$ cat config.mk
export PLATFORM = sky130hd
export DESIGN_NAME = snax_csr_initiator
export DESIGN_NICKNAME = d
export VERILOG_FILES = /design/src/rtl/snax_csr_initiator.sv
export SDC_FILE = /design/constraint.sdc
export NUM_CORES = 1
export LEC_CHECK = 0
export CORE_MARGIN = 3
export CORE_UTILIZATION = 47
export CTS_BUF_LIST = sky130_fd_sc_hd__clkbuf_8
export DETAILED_ROUTE_END_ITERATION = 16
export GPL_TIMING_DRIVEN = 0
export MAX_ROUTING_LAYER = met4
export PLACE_DENSITY_LB_ADDON = 0.25
export SLEW_MARGIN = 20
export SYNTH_ARGS = -nofsm -noshare
export SYNTH_HDL_FRONTEND = slang
export SYNTH_SLANG_ARGS = --single-unit
export TNS_END_PERCENT = 1
$ cat constraint.sdc
create_clock -name clk_i -period 2.5 [get_ports clk_i]
set_input_delay 0.25 -clock clk_i [delete_from_list [all_inputs] [get_ports clk_i]]
set_output_delay 0.25 -clock clk_i [all_outputs]
set_load 0.02 [all_outputs]
$ cat src/rtl/snax_csr_initiator.sv
// ============================================================================
// Module   : snax_csr_initiator
// Function : Turns write/read/poll commands into CSR requests and reports
//            read data or poll outcome on a result channel.
// Revision : 1.0 - initial release
// ============================================================================
`default_nettype none

module snax_csr_initiator #(
    parameter int RegDataWidth = 32,
    parameter int RegAddrWidth = 32,
    parameter int TimeoutWidth = 16
) (
    input  logic                    clk_i,
    input  logic                    rst_ni,
    input  logic                    cmd_valid_i,
    output logic                    cmd_ready_o,
    input  logic [1:0]              cmd_op_i,
    input  logic [RegAddrWidth-1:0] cmd_addr_i,
    input  logic [RegDataWidth-1:0] cmd_data_i,
    input  logic [RegDataWidth-1:0] cmd_mask_i,
    input  logic [TimeoutWidth-1:0] cmd_timeout_i,
    output logic                    res_valid_o,
    input  logic                    res_ready_i,
    output logic [RegDataWidth-1:0] res_data_o,
    output logic                    res_err_o,
    output logic [RegAddrWidth-1:0] snax_req_addr_o,
    output logic [RegDataWidth-1:0] snax_req_data_o,
    output logic                    snax_req_write_o,
    output logic                    snax_req_valid_o,
    input  logic                    snax_req_ready_i,
    input  logic                    snax_rsp_valid_i,
    output logic                    snax_rsp_ready_o,
    input  logic [RegDataWidth-1:0] snax_rsp_data_i,
    output logic                    busy_o
);

    localparam logic [1:0] c_OP_WRITE   = 2'd0;
    localparam logic [1:0] c_OP_READ    = 2'd1;
    localparam logic [1:0] c_OP_POLL    = 2'd2;

    typedef enum logic [1:0] {
        S_IDLE     = 2'd0,
        S_REQ      = 2'd1,
        S_WAIT_RSP = 2'd2,
        S_RESULT   = 2'd3
    } state_t;

    state_t                  r_state;
    state_t                  w_state_nxt;
    logic                    r_ready_en;
    logic [1:0]              r_op;
    logic [RegAddrWidth-1:0] r_addr;
    logic [RegDataWidth-1:0] r_cmd_data;
    logic [RegDataWidth-1:0] r_mask;
    logic [TimeoutWidth-1:0] r_timeout;
    logic [TimeoutWidth-1:0] r_cnt;
    logic [RegDataWidth-1:0] r_res_data;
    logic                    r_res_err;

    logic w_accept;
    logic w_rsp_hs;
    logic w_match;
    logic w_retry;

    // Holds cmd_ready_o low while in reset and releases it on the first edge.
    always_ff @(posedge clk_i or negedge rst_ni) begin
        if (!rst_ni) begin
            r_state    <= S_IDLE;
            r_ready_en <= 1'b0;
        end else begin
            r_state    <= w_state_nxt;
            r_ready_en <= 1'b1;
        end
    end

    assign w_match = ((snax_rsp_data_i & r_mask) == (r_cmp_data() & r_mask));

    function automatic logic [RegDataWidth-1:0] r_cmp_data();
        return r_cmd_data;
    endfunction

    always_comb begin
        w_state_nxt = r_state;
        w_accept    = 1'b0;
        w_rsp_hs    = 1'b0;
        w_retry     = 1'b0;
        case (r_state)
            S_IDLE: begin
                if (cmd_valid_i && r_ready_en) begin
                    w_accept    = 1'b1;
                    w_state_nxt = (cmd_op_i == 2'd3) ? S_RESULT : S_REQ;
                end
            end
            S_REQ: begin
                if (snax_req_ready_i) begin
                    w_state_nxt = (r_op == c_OP_WRITE) ? S_IDLE : S_WAIT_RSP;
                end
            end
            S_WAIT_RSP: begin
                if (snax_rsp_valid_i) begin
                    w_rsp_hs = 1'b1;
                    if (r_op == c_OP_POLL && !w_match && (r_cnt < r_timeout)) begin
                        w_retry     = 1'b1;
                        w_state_nxt = S_REQ;
                    end else begin
                        w_state_nxt = S_RESULT;
                    end
                end
            end
            S_RESULT: begin
                if (res_ready_i) begin
                    w_state_nxt = S_IDLE;
                end
            end
            default: w_state_nxt = S_IDLE;
        endcase
    end

    always_ff @(posedge clk_i or negedge rst_ni) begin
        if (!rst_ni) begin
            r_op       <= c_OP_WRITE;
            r_addr     <= '0;
            r_cmd_data <= '0;
            r_mask     <= '0;
            r_timeout  <= '0;
            r_cnt      <= '0;
            r_res_data <= '0;
            r_res_err  <= 1'b0;
        end else begin
            if (w_accept) begin
                r_op       <= cmd_op_i;
                r_addr     <= cmd_addr_i;
                r_cmd_data <= cmd_data_i;
                r_mask     <= cmd_mask_i;
                r_timeout  <= cmd_timeout_i;
                r_cnt      <= '0;
                if (cmd_op_i == 2'd3) begin
                    r_res_data <= '0;
                    r_res_err  <= 1'b1;
                end
            end
            if (w_rsp_hs) begin
                r_res_data <= snax_rsp_data_i;
                // A read always succeeds; a poll fails only when attempts run out.
                r_res_err  <= (r_op == c_OP_POLL) && !w_match;
                if (w_retry) begin
                    r_cnt <= r_cnt + 1'b1;
                end
            end
        end
    end

    assign cmd_ready_o      = r_ready_en && (r_state == S_IDLE);
    assign busy_o           = (r_state != S_IDLE);
    assign snax_req_valid_o = (r_state == S_REQ);
    assign snax_req_addr_o  = r_addr;
    assign snax_req_write_o = (r_op == c_OP_WRITE) && (r_state == S_REQ);
    assign snax_req_data_o  = (r_op == c_OP_WRITE) ? r_cmd_data : '0;
    assign snax_rsp_ready_o = (r_state == S_WAIT_RSP);
    assign res_valid_o      = (r_state == S_RESULT);
    assign res_data_o       = r_res_data;
    assign res_err_o        = r_res_err;

    logic w_unused;
    assign w_unused = (c_OP_READ == 2'd1);

endmodule

`default_nettype wire

== Word-level counts from Yosys, hierarchy flattened ==
Index checks and enable logic that the tools add are counted.

* Output and inout port bits: 103
* Word-level logic and storage cells: 62
* Register bits: 166

* Bitwise gates (word level): 2
* Multiplexer cells: 25
* Add/subtract/negate cells: 1
* Reductions and logical operators: 13
* Equal/unequal tests: 10
* Order comparisons: 1

{| class="wikitable"
|+ Operator list
! cell !! count
|-
| $mux W32 || 4
|-
| $and A32 B32 Y32 || 2
|-
| $mux W16 || 3
|-
| $eq A32 B32 Y1 || 1
|-
| $add A16 B1 Y16 const B || 1
|-
| $lt A16 B16 Y1 || 1
|-
| $mux W2 || 7
|-
| $mux W1 || 10
|-
| $eq A2 B2 Y1 const B || 4
|-
| $pmux W2 S4 || 1
|-
| $reduce_bool A2 Y1 || 3
|-
| $logic_and A1 B1 Y1 || 5
|-
| $logic_not A2 Y1 || 2
|-
| $ne A2 B1 Y1 const B || 2
|-
| $ne A2 B2 Y1 const B || 2
|-
| $reduce_and A4 Y1 || 1
|-
| $eq A2 B1 Y1 const B || 1
|-
| $reduce_and A2 Y1 || 1
|-
| $logic_not A1 Y1 || 1
|}

== Logic depth before layout (Yosys ltp) ==
Gate-level depths: netlist of run 1.

* Depth after elaboration: 10
* Mapped depth: 10
* Gate-level depth less buffers: 8

== Worst setup path before layout of run 1 ==
OpenSTA, ideal clock, no wires.

* Path kind: reg-to-reg
* Start point: reg r_cnt[11]
* End point: reg r_cnt[1]
* Buffers on the path: 1
* Slack: 175 ps
* Setup time: 120 ps
* Arrival: 2205 ps
* Stages on the path, launching flop included: 9
* Clock period less this slack: 2325 ps
* Path through: dfrtp_1 > ha_1 > and4_1 > nand3_1 > or4_4 > and4_4 > buf_6 > and3_1 > a31o_1

* Cells in the longest elaborated chain, start to end: 7

{| class="wikitable"
|+ RTL lines
! what !! RTL line !! RTL
|-
| from (decl) || 57 || <nowiki>logic [TimeoutWidth-1:0] r_cnt;</nowiki>
|-
| from (signal assigned) || 148 || <nowiki>r_cnt <= r_cnt + 1'b1;</nowiki>
|-
| $lt A16 B16 Y1 || 103 || <nowiki>if (r_op == c_OP_POLL && !w_match && (r_cnt < r_timeout)) begin</nowiki>
|-
| $logic_and A1 B1 Y1 || 103 ||
|-
| $mux W1 || 103 ||
|-
| $mux W1 || 101 || <nowiki>if (snax_rsp_valid_i) begin</nowiki>
|-
| $mux W1 || 88 || <nowiki>case (r_state)</nowiki>
|-
| $mux W16 || 147 || <nowiki>if (w_retry) begin</nowiki>
|-
| $mux W16 || 143 || <nowiki>if (w_rsp_hs) begin</nowiki>
|}

No other way between the ends.
A chain may end at the register's enable or synchronous reset.

== Worst setup path in the final report of run 1 ==
* Start point: reg r_cnt[9]
* End point: reg r_cnt[10]

* Cells in the longest elaborated chain, start to end: 7

{| class="wikitable"
|+ RTL lines
! what !! RTL line
|-
| $lt A16 B16 Y1 || 103
|-
| $logic_and A1 B1 Y1 || 103
|-
| $mux W1 || 103
|-
| $mux W1 || 101
|-
| $mux W1 || 88
|-
| $mux W16 * || 147
|-
| $mux W16 * || 143
|}

Every way passes the cells marked *; elsewhere a longest branch is shown, timed or not.

==> reports/qor.csv, run 1 <==
metric;value;unit
grt_usage;0.264;
clock_sinks;166;
drive_gt1_frac;0.0679;
place_area;10500;um^2
reg2regPathDepth;9;
cp.arrival;2710;ps
synthFlopType;dfrtp_1;
synth_seq_cells;166;
grt-ovfl-total;0;
antenna_found_initial;0;
syn-num-nets;982;
cts_buffers;17;
pin_count;255;
netlist_instances;814;
multi_input_area;3250;um^2
fillers;1241;
crit_type;flop to flop;
syn-cell-area;7620;um^2
finalCriticalPeriod;2390;ps
area_growth;44.5;%
drt_iter0_drc;368;
initial_core_util;0.490;
cap_viol_max_count;0;
ys_async_sr_fraction;1.00;
port_buffers;254;
timing.rr.end;r_cnt[10];
vias_per_cell;5.09;
coreArea;15500;um^2
antenna_cells;0;
ys_types;49;
yosysWarnings;0;
clkLatencyLatePin;460;ps
ir_drop;0.000789;V
startpoint_type;flop;
dieArea;17800;um^2
final_core_util;0.708;
synth_edf_count;0;
first_pass_iters;5;
grt_setup_unrepaired;yes;
nets;1260;
rrSetupSlack;110;ps
leakagePower;5.25;nW
slew_viol_final;0;
timing.rr.start;r_cnt[9];
max_freq;418;MHz
skew;19.7;ps
power;0.0120;W
fp.dieW;133;um
crit_path_end;r_cnt[10];
gp_congestion;0.883;
clk_path_buf_depth;2;
hp-class;input pin to flop;
tightest_slew;624;ps
max_slew_margin;0.584;
critPathCaptureType;flop;
hold_violations;0;
timing.final.crit_share;0.957;
cts_tree;yes;
grt_pass1_wl;36.0;mm
finalSetupViolCount;0;
path_clk_slew;100;ps
power_density;1090;nW/um^2
root_buffer;clkbuf_8;
via_count;6704;
synth_seq_area_share;0.545;
wl_per_cell;17.2;um
grt_max_degree;92;
ff_latch_area;4160;um^2
ctsHtreeMaxLevel;4;
critPathLaunch;r_cnt[9];
placementRows;45;
finish.instance_area;11000;um^2
hpwlAfterDp;16.6;mm
ant_nets;0;
die_h;133;um
required;2820;ps
drt-total-wl;22.7;mm
critPathMaxFanout;10;
grt_pass1_vias;6824;
synth.avg_cell_area;9.36;um^2
drc;0;
status;finished, final reports clean;
-- per-layer routing --
metal	global-route usage	share of wire	vias up	routed length, um
li1	-	-	3244	-
met1	0.343	0.43	3203	9740
met2	0.415	0.48	235	10900
met3	0.0718	0.076	22	1720
met4	0.0714	0.014	0	315
met5	-	0	-	0
-- layout make-up --
cell class | instances | share of cell area
plain buffers | 42 | 0.0186
clock buffers | 20 | 0.0250
clock inverters | 12 | 0.0108
inverters | 29 | 0.00989
multi-input cells | 577 | 0.295
flip-flops and latches | 166 | 0.378
well taps | 211 | 0.0240
repair buffers | 259 | 0.239
-- repair_timing --
item,CTS,global route
setup buffers,0,3
gates resized for setup,18,20
setup endpoints to repair,46,85
endpoints found under the hold margin,75,0
pin swaps,0,2
hold buffers,1,0
-- placed cells by master, fill, tap and decap left out, drive strengths merged, types with 5 or more instances in the layout --
cell type / instances
nand2: 328
clkdlybuf4s50: 244
dfrtp: 166
clkbuf: 53
and2: 36
inv: 33
xor2: 32
a22o: 32
o21ai: 21
a22oi: 16
ha: 16
nand4: 14
buf: 14
o221ai: 11
nand3: 9
or4: 9
dlymetal6s2s: 8
nand2b: 5
nor3: 5
nor2: 5
-- sequential cells by signal, indices dropped and copies added (netlist names) --
signal           count
res_err_o            1
snax_req_addr_o     32
r_cnt               16
r_mask              32
res_data_o          32
r_op                 2
r_state              2
r_timeout           16
r_cmd_data          32
r_ready_en           1
-- worst max-delay path: stages (launching register included) --
cell and delay [ps]:
dfrtp_2 450, ha_1 300, and4_1 220, nand3_1 120
or4_4 470, and4_4 220, buf_6 140, nand2_4 110
buf_12 150, o221ai_2 90
-- kinds of logic after synthesis --
logic type                 Yosys count  share of synthesized area
AOI/OAI and AO/OA                  101                      0.107
xor gates and xnor gates            32                     0.0368
adders and majority gates           16                     0.0263
buffers and inverters               71                     0.0383
DFF                                166                      0.545
muxes                                2                    0.00263
other                                1                   0.000492
and+or+nand+nor                    425                      0.243
-- Yosys cell counts (2+ instances only) --
| cell | count | area [um^2] |
|---|---|---|
| a21oi_1 | 4 | 20.0 |
| a22o_1 | 32 | 280 |
| a22oi_1 | 16 | 120 |
| a31oi_1 | 2 | 12.5 |
| and2_1 | 36 | 225 |
| and3_1 | 3 | 18.8 |
| and4_1 | 2 | 17.5 |
| buf_2 | 2 | 10.0 |
| buf_4 | 2 | 15.0 |
| buf_6 | 2 | 22.5 |
| clkbuf_1 | 35 | 131 |
| dfrtp_1 | 166 | 4150 |
| ha_1 | 16 | 200 |
| inv_1 | 29 | 109 |
| mux2i_1 | 2 | 20.0 |
| nand2_1 | 327 | 1230 |
| nand2b_1 | 5 | 31.3 |
| nand3_1 | 9 | 45.0 |
| nand4_1 | 13 | 81.3 |
| nor2_1 | 5 | 18.8 |
| nor2b_1 | 3 | 18.8 |
| nor3_1 | 5 | 25.0 |
| nor4_1 | 2 | 12.5 |
| o211ai_1 | 4 | 30.0 |
| o21ai_0 | 20 | 100 |
| o221ai_1 | 2 | 17.5 |
| o221ai_2 | 9 | 135 |
| o311ai_1 | 2 | 17.5 |
| or4_1 | 8 | 60.1 |
| xor2_1 | 32 | 280 |
-- stage by stage --
stage | instances | worst slack (ps) | hold WS [ps] | TNS (ps)
2_1_floorplan | 814 | 175 | -45.6 | 0
3_3_place_gp | 1279 | -5750 | 457 | -957500
3_5_place_dp | 1280 | -314 | 272 | -6970
4_1_cts | 1313 | -6.04 | 287 | -7.07
5_1_grt | 1316 | -63.6 | 283 | -543
6_report | 1316 | 107 | 313 | 0
-- worst min path at each step --
stage | end | slack (ps) | depth (start not counted) | start
after CTS | snax_req_addr_o[31] | 290 | 3 | cmd_addr_i[31]
after detailed placement | r_timeout[11] | 270 | 1 | rst_ni
final | r_cmd_data[11] | 310 | 3 | cmd_data_i[11]
after global routing | snax_req_addr_o[31] | 280 | 3 | cmd_addr_i[31]
after floorplan | r_cmd_data[0] | -50 | 0 | rst_ni
after global placement | snax_req_addr_o[20] | 460 | 2 | snax_req_addr_o[20]
-- where the power goes --
part / internal, W / switching [W] / leakage [nW]
logic: 0.00256 / 0.00299 / 2.97
clock network: 0.000883 / 0.00104 / 0.193
registers: 0.00382 / 0.000734 / 2.08
total: 0.00726 / 0.00477 / 5.25
No activity file was read; power rests on OpenSTA's default activity.
==> run 2, diff against run 1 <==
Settings changed: CTS_CLUSTER_DIAMETER set to 120, PLACE_DENSITY_LB_ADDON 0.25 to 0.08.
==> run 2 against run 1 <==
Compared with the run above:
- final cell count is 0.46% higher
- critical endpoint is now r_cnt[5]
- core utilization is 0.33 points higher
- worst setup slack worse by 24 ps
- die area stayed put
==> reports/qor.csv, run 2 (synthesis gave the netlist of run 1 again) <==
metric;value;unit
drt-total-wl;22.9;mm
ir_drop;0.000690;V
hp-class;input pin to flop;
fp.dieW;133;um
cts_tree;yes;
clkLatencyLatePin;460;ps
stdcell_count;1322;
pin_count;255;
die_h;133;um
grt-ovfl-total;0;
cp.arrival;2750;ps
grt_setup_unrepaired;yes;
leakagePower;5.25;nW
coreArea;15500;um^2
combPwrFrac;0.458;
crit_type;flop to flop;
mostFrequentLayoutCells;327 x nand2_1, 248 x clkdlybuf4s50_1, 162 x dfrtp_1;
hold_violations;0;
drt_iter0_drc;328;
p_seq_frac;0.373;
clock_sinks;166;
placementRows;45;
ctsHtreeMaxLevel;4;
dp_cells;1280;
tightest_slew;644;ps
grt_pass1_wl;36.7;mm
root_buffer;clkbuf_8;
cap_viol_max_count;0;
cts_buffers;17;
initial_core_util;0.490;
grt_max_degree;95;
drive_gt1_frac;0.0702;
dieArea;17800;um^2
antenna_cells;0;
required;2840;ps
net-switching-power;0.00471;W
timing.final.crit_share;0.967;
finalCriticalPeriod;2420;ps
area_growth;45.2;%
grt_usage;0.270;
nets;1266;
layout_commonest_cell;nand2_1;
port_buffers;254;
startpoint_type;flop;
skew;14.4;ps
hpwlAfterDp;16.9;mm
vias_per_cell;5.10;
path_clk_slew;90;ps
clk_path_buf_depth;2;
sw_frac_of_total;0.387;
gp_congestion;0.877;
grt_pass1_vias;6950;
drc;0;
finalSetupViolCount;0;
slew_viol_final;0;
power_density;1100;nW/um^2
wl_per_cell;17.4;um
max_freq;414;MHz
ant_nets;0;
critPathMaxFanout;10;
holdWs;314;ps
first_pass_iters;5;
via_count;6747;
clockPowerShare;0.170;
critPathCaptureType;flop;
power.internal;0.00745;W
antenna_found_initial;0;
status;finished, final reports clean;
max_slew_margin;0.568;
-- run 2: cell count changes in the layout (fill, tap and decap cells not counted), moves of 2 or more --
cell	before	now
buf_4	7	11
clkdlybuf4s50_1	244	248
dlymetal6s2s_1	8	5
inv_6	4	1
bufinv_16	1	3
clkinv_4	3	1
ha_1	13	15
ha_4	3	1
-- run 2: final timing paths --
kind / cells past startpoint / startpoint / slack [ps] / endpoint
worst max-delay path: 8 / r_cmd_data[26] / 80 / r_cnt[5]
worst min-delay path: 3 / cmd_mask_i[0] / 310 / r_mask[0]
worst max register to register: 8 / r_cmd_data[26] / 80 / r_cnt[5]
worst min register to register: 2 / snax_req_addr_o[12] / 480 / snax_req_addr_o[12]
max in group asynchronous: 3 / rst_ni / 1300 / r_state[1]
min in group asynchronous: 2 / rst_ni / 320 / r_timeout[7]
-- run 2: power groups by stage --
stage	sequential (W)	clock, W	combinational, W
2_1_floorplan	0.00501	0	0.00238
4_1_cts	0.00453	0.00208	0.00554
5_1_grt	0.00469	0.00220	0.00606
6_report	0.00453	0.00206	0.00556
3_5_place_dp	0.00456	0	0.00546
3_3_place_gp	0.00453	0	0.00537
-- run 2: through the flow --
stage	setup TNS, ps	setup WS, ps	utilization	cell area (um^2)	power [W]
floorplan	0	175	-	7620	0.00739
global placement	-961190	-5770	0.671	10400	0.00990
detailed placement	-5890	-370	0.673	10500	0.0100
CTS	-4.27	-4.27	0.703	10900	0.0122
global route	-49.9	-13.6	0.712	11100	0.0130
finish	0	82.5	0.712	11100	0.0122
-- run 2: cell type report --
type | instances | area [um^2]
Fill cell | 1235 | 4480
Sequential cell | 166 | 4160
Multi-Input combinational cell | 577 | 3230
Timing Repair Buffer | 265 | 2670
Clock buffer | 20 | 275
Tap cell | 211 | 264
Buffer | 42 | 203
Clock inverter | 12 | 151
Inverter | 29 | 109
-- run 2: layer usage --
| metal | share of wire | track usage | vias up |
|---|---|---|---|
| li1 | - | - | 3258 |
| met1 | 0.44 | 0.350 | 3230 |
| met2 | 0.46 | 0.409 | 228 |
| met3 | 0.085 | 0.0823 | 31 |
| met4 | 0.019 | 0.0886 | 0 |
| met5 | 0 | - | - |
-- run 2: worst max-delay path, cell delays in order, from the launching register on --
cell and delay [ps]:
dfrtp_1 410, xor2_1 170, a22oi_1 360, nand4_1 220, or4_1 570, buf_4 200
nand2_4 120, buf_12 150, o221ai_2 90
-- run 2: repair_timing --
item | CTS | global route
pin swaps | 1 | 2
hold buffers | 1 | 0
gates resized for setup | 12 | 21
buffers inserted | 0 | 9
setup endpoints to repair | 45 | 100
hold endpoints to repair | 72 | 0
==> run 3, diff against run 2 <==
Settings changed: CORE_MARGIN 3 to 8.
==> run 3 against run 2 <==
Compared with the run above:
- critical path depth rose by 1
- sequential cell count is the same
- count of clock-buffer cells in the layout down 3
- non-clock buffer count down 8
- final cell count about the same
- worst setup slack worse by 9.1 ps
- largest power group unchanged
- largest cell class unchanged
- via count grew 0.19%
==> reports/qor.csv, run 3 (synthesis gave the netlist of run 1 again) <==
metric;value;unit
path_clk_slew;90;ps
skew;8.92;ps
rrSetupSlack;70;ps
required;2830;ps
cts_buffers;17;
ir_drop;0.000680;V
initial_core_util;0.479;
ff_latch_area;4160;um^2
clk_path_buf_depth;2;
dp_cells;1286;
gp_congestion;0.836;
finalSetupViolCount;0;
timing.rr.start;r_cnt[15];
mostFrequentLayoutCells;327 x nand2_1, 238 x clkdlybuf4s50_1, 163 x dfrtp_1;
crit_type;flop to flop;
reg2regPathDepth;9;
cp.arrival;2750;ps
wl_per_cell;18.2;um
fillers;1280;
stdcell_count;1321;
fp.dieW;143;um
cp_cell_sequence;ha_1 > and4_4 > nand3_2 > or4_4 > and4_4 > buf_6 > nand2_4 > buf_8 > o221ai_2;
timing.final.crit_share;0.971;
max_slew_margin;0.589;
coreArea;15900;um^2
timing.rr.end;r_cnt[11];
max_freq;412;MHz
nets;1258;
pin_count;255;
antenna_found_initial;1;
cpMaxStageDelayCell;or4_4;
slew_viol_final;0;
min-delay-start;cmd_addr_i[13];
via_count;6760;
ctsHtreeMaxLevel;4;
place_area;10500;um^2
drive_gt1_frac;0.0671;
ant_nets;0;
critPathMaxStageDelay;470;ps
grt_pass1_wl;37.8;mm
power_density;1100;nW/um^2
multi_input_area;3230;um^2
first_pass_iters;5;
hp-class;input pin to flop;
grt_usage;0.248;
drc;0;
critPathMaxFanout;10;
die_h;143;um
leakagePower;5.38;nW
dieArea;20500;um^2
cts_tree;yes;
grt_setup_unrepaired;yes;
hpwlAfterDp;18.1;mm
port_buffers;254;
critPathCaptureType;flop;
root_buffer;clkbuf_8;
cap_viol_max_count;0;
area_growth;45.3;%
status;finished, final reports clean;
finish.instance_area;11100;um^2
drt-total-wl;24.1;mm
clkLatencyLatePin;450;ps
grt_pass1_vias;7037;
startpoint_type;flop;
grt-ovfl-total;0;
tightest_slew;611;ps
layout_commonest_cell;nand2_1;
vias_per_cell;5.12;
clock_sinks;166;
min_to;snax_req_addr_o[13];
placementRows;46;
whs_path_depth;3;
grt_max_degree;99;
finalCriticalPeriod;2430;ps
drt_iter0_drc;528;
crit_top_cell;and4_4;
hold_violations;0;
## run 3: power by group
group	total [W]	switching (W)	internal, W	leakage (nW)
sequential	0.00456	0.000737	0.00382	2.09
combinational	0.00553	0.00299	0.00255	3.07
clock	0.00213	0.00103	0.00110	0.222
## run 3: cell type report
| type | count | area share |
|---|---|---|
| flip-flops and latches | 166 | 0.376 |
| multi-input cells | 577 | 0.292 |
| repair buffers | 257 | 0.240 |
| well taps | 216 | 0.0244 |
| clock buffers | 17 | 0.0211 |
| clock inverters | 15 | 0.0183 |
| plain buffers | 42 | 0.0181 |
| inverters | 29 | 0.00984 |
| diodes | 2 | 0.000452 |
## run 3: per-layer routing
metal | global-route usage | share of wire | up-vias
met1 | 0.311 | 0.43 | 3256
met4 | 0.0697 | 0.014 | 0
met2 | 0.369 | 0.46 | 233
li1 | - | - | 3248
met3 | 0.0932 | 0.098 | 23
met5 | - | 0 | -
## run 3: what timing repair did
item | in CTS | in global routing
endpoints found under the hold margin | 97 | 0
gates resized for setup | 16 | 28
hold buffers | 1 | 0
pin swaps | 2 | 1
setup endpoints to repair | 50 | 139
setup buffers | 0 | 0
## run 3: worst max path at each step
| stage | from | endpoint | slack, ps |
|---|---|---|---|
| 6_report | r_cnt[15] | r_cnt[11] | 70 |
| 5_1_grt | r_cnt[10] | r_cnt[10] | -20 |
| 4_1_cts | r_op[1] | snax_req_data_o[30] | 20 |
| 3_5_place_dp | snax_rsp_data_i[2] | res_err_o | -440 |
| 3_3_place_gp | rst_ni | res_data_o[2] | -5800 |
| 2_1_floorplan | r_cnt[11] | r_cnt[1] | 180 |
## run 3: worst max-delay path, delay by kind of cell, from the launching register on
kind / cells / cell delay (ps)
simple gates: 5 / 1140
flops: 1 / 440
buf+inv: 2 / 300
compound gates: 1 / 100
fa+ha+maj: 1 / 320
## run 3: metrics by stage
stage                     TNS [ps]  setup WS (ps)  utilization  power [W]  hold WS, ps
after floorplan                  0            175            -    0.00739        -45.6
after detailed placement     -5990           -439        0.660     0.0101          316
after CTS                        0           19.2        0.692     0.0123          286
after global placement     -966660          -5800        0.657    0.00997          457
final                            0           73.4        0.696     0.0122          313
after global routing         -32.5          -18.3        0.696     0.0131          295
